### src/rtl/sink_pkg.sv
// Shared types for the two-phase sink: capture FSM states and counter width.
package sink_pkg;

  localparam int CNT_W = 16;

  typedef enum logic {
    SINK_IDLE  = 1'b0,
    SINK_STALL = 1'b1
  } sink_state_t;

endpackage

### src/rtl/sink_fifo.sv
// Register FIFO holding captured words; head is read combinationally from the array.
module sink_fifo #(
  parameter int WORD_WIDTH = 32,
  parameter int DEPTH      = 4
) (
  input  logic                     clk,
  input  logic                     rst_n,
  input  logic                     push,
  input  logic [WORD_WIDTH-1:0]    push_data,
  input  logic                     pop,
  output logic [WORD_WIDTH-1:0]    head,
  output logic [$clog2(DEPTH):0]   count,
  output logic                     full,
  output logic                     empty
);

  localparam int AW = $clog2(DEPTH);

  logic [AW:0]           wr_ptr_reg;
  logic [AW:0]           rd_ptr_reg;
  logic [WORD_WIDTH-1:0] mem_reg [DEPTH];
  logic                  do_push;
  logic                  do_pop;

  assign count   = wr_ptr_reg - rd_ptr_reg;
  assign full    = (count == (AW+1)'(DEPTH));
  assign empty   = (count == '0);
  assign do_pop  = pop & ~empty;
  // When full, a simultaneous pop frees the head slot, which is exactly where the write lands.
  assign do_push = push & (~full | do_pop);
  assign head    = mem_reg[rd_ptr_reg[AW-1:0]];

  always_ff @(posedge clk or negedge rst_n) begin
    if (!rst_n) begin
      wr_ptr_reg <= '0;
      rd_ptr_reg <= '0;
      for (int i = 0; i < DEPTH; i++) begin
        mem_reg[i] <= '0;
      end
    end else begin
      if (do_push) begin
        mem_reg[wr_ptr_reg[AW-1:0]] <= push_data;
        wr_ptr_reg                  <= wr_ptr_reg + 1'b1;
      end
      if (do_pop) begin
        rd_ptr_reg <= rd_ptr_reg + 1'b1;
      end
    end
  end

endmodule

### src/rtl/two_phase_sink.sv
// Clocked receiver for a two-phase bundled-data channel: synchronizes req, captures into a FIFO, returns ack.
// Optional data checker against EXPECTED is built only when SINK_CHECK_EN is defined.
module two_phase_sink
  import sink_pkg::*;
#(
  parameter int WORD_WIDTH  = 32,
  parameter int DEPTH       = 4,
  parameter int SYNC_STAGES = 2,
  parameter int EXPECTED    = 15
) (
  input  logic                  clk,
  input  logic                  rst_n,
  input  logic                  req_in,
  input  logic [WORD_WIDTH-1:0] Data_in,
  output logic                  ack_in,
  output logic                  out_valid,
  output logic [WORD_WIDTH-1:0] out_data,
  input  logic                  out_ready,
  output logic [CNT_W-1:0]      word_count,
  output logic                  err_flag,
  output logic [CNT_W-1:0]      err_count
);

  logic [SYNC_STAGES-1:0]   sync_reg;
  logic                     ack_reg;
  sink_state_t              state_reg;
  logic [CNT_W-1:0]         word_count_reg;
  logic [$clog2(DEPTH):0]   fifo_count;
  logic                     fifo_full;
  logic                     fifo_empty;
  logic                     req_s;
  logic                     pending;
  logic                     pop;
  logic                     space;
  logic                     capture;

  always_ff @(posedge clk or negedge rst_n) begin
    if (!rst_n) begin
      sync_reg <= '0;
    end else begin
      sync_reg <= {sync_reg[SYNC_STAGES-2:0], req_in};
    end
  end

  assign req_s   = sync_reg[SYNC_STAGES-1];
  assign pending = req_s ^ ack_reg;
  assign pop     = ~fifo_empty & out_ready;
  assign space   = ~fifo_full | pop;
  // Data_in is taken raw: the synchronizer delay is the bundling margin.
  assign capture = pending & space;

  always_ff @(posedge clk or negedge rst_n) begin
    if (!rst_n) begin
      state_reg      <= SINK_IDLE;
      ack_reg        <= 1'b0;
      word_count_reg <= '0;
    end else begin
      case (state_reg)
        SINK_IDLE: begin
          if (capture) begin
            ack_reg        <= ~ack_reg;
            word_count_reg <= word_count_reg + 1'b1;
          end else if (pending) begin
            state_reg <= SINK_STALL;
          end
        end
        SINK_STALL: begin
          if (capture) begin
            ack_reg        <= ~ack_reg;
            word_count_reg <= word_count_reg + 1'b1;
            state_reg      <= SINK_IDLE;
          end
        end
        default: state_reg <= SINK_IDLE;
      endcase
    end
  end

  sink_fifo #(
    .WORD_WIDTH (WORD_WIDTH),
    .DEPTH      (DEPTH)
  ) u_fifo (
    .clk       (clk),
    .rst_n     (rst_n),
    .push      (capture),
    .push_data (Data_in),
    .pop       (pop),
    .head      (out_data),
    .count     (fifo_count),
    .full      (fifo_full),
    .empty     (fifo_empty)
  );

  assign ack_in     = ack_reg;
  assign out_valid  = (fifo_count != '0);
  assign word_count = word_count_reg;

`ifdef SINK_CHECK_EN
  logic             err_flag_reg;
  logic [CNT_W-1:0] err_count_reg;

  always_ff @(posedge clk or negedge rst_n) begin
    if (!rst_n) begin
      err_flag_reg  <= 1'b0;
      err_count_reg <= '0;
    end else if (capture && (Data_in != WORD_WIDTH'(EXPECTED))) begin
      err_flag_reg  <= 1'b1;
      err_count_reg <= err_count_reg + 1'b1;
    end
  end

  assign err_flag  = err_flag_reg;
  assign err_count = err_count_reg;
`else
  assign err_flag  = 1'b0;
  assign err_count = '0;
`endif

endmodule

### config.mk
export PLATFORM = sky130hd
export DESIGN_NAME = two_phase_sink
export DESIGN_NICKNAME = d
export VERILOG_FILES = /design/src/rtl/sink_pkg.sv /design/src/rtl/sink_fifo.sv /design/src/rtl/two_phase_sink.sv
export SDC_FILE = /design/constraint.sdc
export NUM_CORES = 1
export LEC_CHECK = 0
export ABC_AREA = 1
export CORE_UTILIZATION = 55
export DETAILED_ROUTE_END_ITERATION = 12
export GPL_TIMING_DRIVEN = 0
export HOLD_SLACK_MARGIN = 0.02
export MAX_ROUTING_LAYER = met4
export PLACE_DENSITY = 0.85
export RECOVER_POWER = 25
export SETUP_SLACK_MARGIN = 0.5
export SLEW_MARGIN = 20
export SYNTH_ARGS = -nofsm -noshare
export SYNTH_HDL_FRONTEND = slang
export SYNTH_SLANG_ARGS = --single-unit
### constraint.sdc
create_clock -name clk -period 2.75 [get_ports clk]
set_input_delay 0.4125 -clock clk [delete_from_list [all_inputs] [get_ports clk]]
set_output_delay 0.4125 -clock clk [all_outputs]
set_load 0.01 [all_outputs]
==> impl_results.md <==
- Status: finished, violations left
- Violated checks: max-capacitance violations, max-slew violations
- Final setup fails: 0
- GRT Total Usage: 33.73%
- Top cell by count, worst path: buf_8
- Die extent in x: 120.4 µm
- DRC: 0
- PwrDens: 1314 mW/mm²
- WP data required: 2.34 ns
- Worst Tran Pin Value: 1.651 ns
- Period utilization: 82.86%
- Root Driver: clkbuf_16
- Crit. End Element: output port
- Synth Area per Inst: 7.871 µm²
- Peak supply drop: 0.8244 mV
- Vias: 7733
- Pre-Repair DR Iteration Count: 6
- Seq cells post-synth: 153
- Starting density of the core: 57.34%
- GPL Wtd Cong: 0.8675
- Tmin final: 2.279 ns
- Die area: 0.01450 mm²
- Cell count after synthesis: 980
- Final Hold Fails: 0
- Vias in the first global route: 7199
- Average wire per standard cell: 17.53 µm
- Largest net degree at the start of global routing: 90
- Clk_skew: 0.007541 ns
- Post-layout net count: 1159
- Fmax: 438.9 MHz
- Dpl cells: 1258
- Max Cap Violations: 1
- Reg area: 0.003830 mm²
- Via density: 5.930
- Worst reg-to-reg path cell count: 11
- Core box area: 0.01345 mm²
- Clk slew on worst S/H paths: 0.06 ns
- Skew-Pair Late Insertion Delay: 0.43 ns
- GRT overflow: 0
- HP Class: reg -> reg
- Hold Crit Depth: 0
- Antenna Violating Nets Remaining: 0
- Antenna Cells: 0
- YS warnings: 0
- Synth Cell Area: 0.007714 mm²
- CTS Sinks: 153
- Area Growth Syn to Fin: 25.32%
- PortBufs: 85
- Critical Path Fanout Max: 10
- Area occupied by multi-input gates: 0.003432 mm²
- Num CTS Buffers: 17
- Final Slew Violations: 65
- Hold slack: 0.3553 ns
- Largest register FFs: 128
- Sequential fraction of the synthesis area: 49.64%
- Worst path max stage delay: 0.44 ns
- LEAKAGE: 4.832 nW
- # fillers: 1035
- H-tree depth: 4
- Share of layout cells above drive strength 1: 15.25%
- Die extent in y: 120.4 µm
- CP cell instances: buf_8 -> inv_4 -> buf_8 -> clkbuf_16 -> o21ai_0 -> o22ai_1 -> clkdlybuf4s15_2
- Site Rows: 42
- Antenna violations before repair: 0
- Unrepaired setup endpoints after global routing: yes
- Crit Path Class: reg -> out
- First-pass GRT wire length: 36560 µm
- Startpoint types: register
- DP Wirelength: 14290 µm
- Headroom to the max-slew limit: -10.04%
- Post-synth cell types: 19
- Cell Count, Final, Fillers Out: 1304
- WL final: 22860 µm
- Starting DRT DRC Count: 893
- Clock Tree Buf Depth: 2
- CTS tree: done
- # IOs: 103
- Slowest CP cell: dfrtp_1
- Arr. time, crit path: 1.87 ns
[path summary, 6_finish.rpt]
kind,from,end,slack (ns)
hold reg to reg,sync_reg[0],sync_reg[1],0.36
setup / recovery,u_fifo.rd_ptr_reg[0],out_data[21],0.47
min in group asynchronous,rst_n,u_fifo.mem_reg[20],0.95
hold / removal,sync_reg[0],sync_reg[1],0.36
max in group asynchronous,rst_n,u_fifo.mem_reg[6],0.66
setup reg to reg,u_fifo.rd_ptr_reg[1],u_fifo.mem_reg[14],0.56
[synthesized netlist by cell type]
master	number	area, µm²
a21oi_1	1	5.000
buf_1	8	30.03
buf_2	36	180.2
buf_4	22	165.2
clkbuf_1	31	116.4
conb_1	1	3.750
dfrtp_1	153	3829
ha_1	8	100.1
inv_1	19	71.32
inv_2	1	3.750
nand2_1	355	1333
nand3_1	17	85.08
nand4_1	133	832.1
nor2_1	81	304.0
o21ai_0	72	360.4
o22ai_1	32	200.2
xnor2_1	8	70.07
xor2_1	1	8.760
xor2_2	1	16.27
[power breakdown]
part / internal, W / leakage, nW / switching [W]
clock: 0.00159 / 0.301 / 0.000939
combinational: 0.00230 / 2.60 / 0.00404
sequential: 0.00323 / 1.93 / 0.000607
[kinds of logic (layout without fill, tap and decap cells)]
group / Yosys count / count (layout) / share of synthesized area, %
AO/OA/AOI/OAI: 105 / 105 / 7.332
XOR/XNOR: 10 / 10 / 1.233
adder cells (fa/ha/maj): 8 / 8 / 1.298
buffers and inverters: 117 / 249 / 7.348
flip-flops: 153 / 153 / 49.64
other: 1 / 17 / 0.04862
AND/OR/NAND/NOR: 586 / 586 / 33.11
[repair_timing]
item | 4_1_cts | 5_1_grt
resized for setup | 161 | 40
endpoints found under the hold margin | 64 | 0
endpoints found under the setup margin | 181 | 165
cloned | 0 | 0
buffers inserted | 7 | 6
hold buffers | 1 | 0
pin swaps | 6 | 8
[metrics by stage]
| stage | utilization, % | setup WS, ns | power (W) | cell area, µm² | setup TNS, ns |
|---|---|---|---|---|---|
| final | 71.86 | 0.4715 | 0.01270 | 9667 | 0 |
| after global routing | 71.86 | 0.3253 | 0.01349 | 9667 | 0 |
| after CTS | 71.89 | 0.4877 | 0.01245 | 9672 | 0 |
| after detailed placement | 65.99 | -0.01937 | 0.009846 | 8877 | -0.01997 |
| after global placement | 65.75 | -4.995 | 0.009673 | 8845 | -763.37 |
| after floorplan | - | 0.7250 | 0.007393 | 7774 | 0 |
[per-layer routing]
metal | wire, µm | GRT usage (%)
met5 | 0 | -
met4 | 622 | 14.58
met3 | 2016 | 6.415
met2 | 10810 | 50.90
met1 | 9411 | 44.75
[cells in the final DEF, fill, tap and decap left out, drive strengths merged]
master and count:
dlygate4sd3 2, xnor2 8, nand3 17, clkdlybuf4s50 50, nand2 355, clkbuf 56
xor2 2, clkdlybuf4s15 5, ha 8, clkinv 3, o22ai 32, o21ai 72
conb 17, dfrtp 153, nand4 133, a21oi 1, inv 20, buf 105
nor2 81, clkinvlp 4, bufinv 4
[layout make-up]
type                       instances  area share (%)
clock buffer                      21           4.867
inverter                          20          0.8284
sequential                       153           39.62
buffer                            97           6.316
timing repair buffer             100           8.840
tap                              176           2.278
clock inverter                    11           1.747
multi-input combinational        726           35.50
[critical path, delay by kind of cell (launching register included)]
kind,cells,cell delay [ns]
flops,1,0.44
compound gates,2,0.29
buf+inv,5,0.72
(Power assumes the default switching activity.)
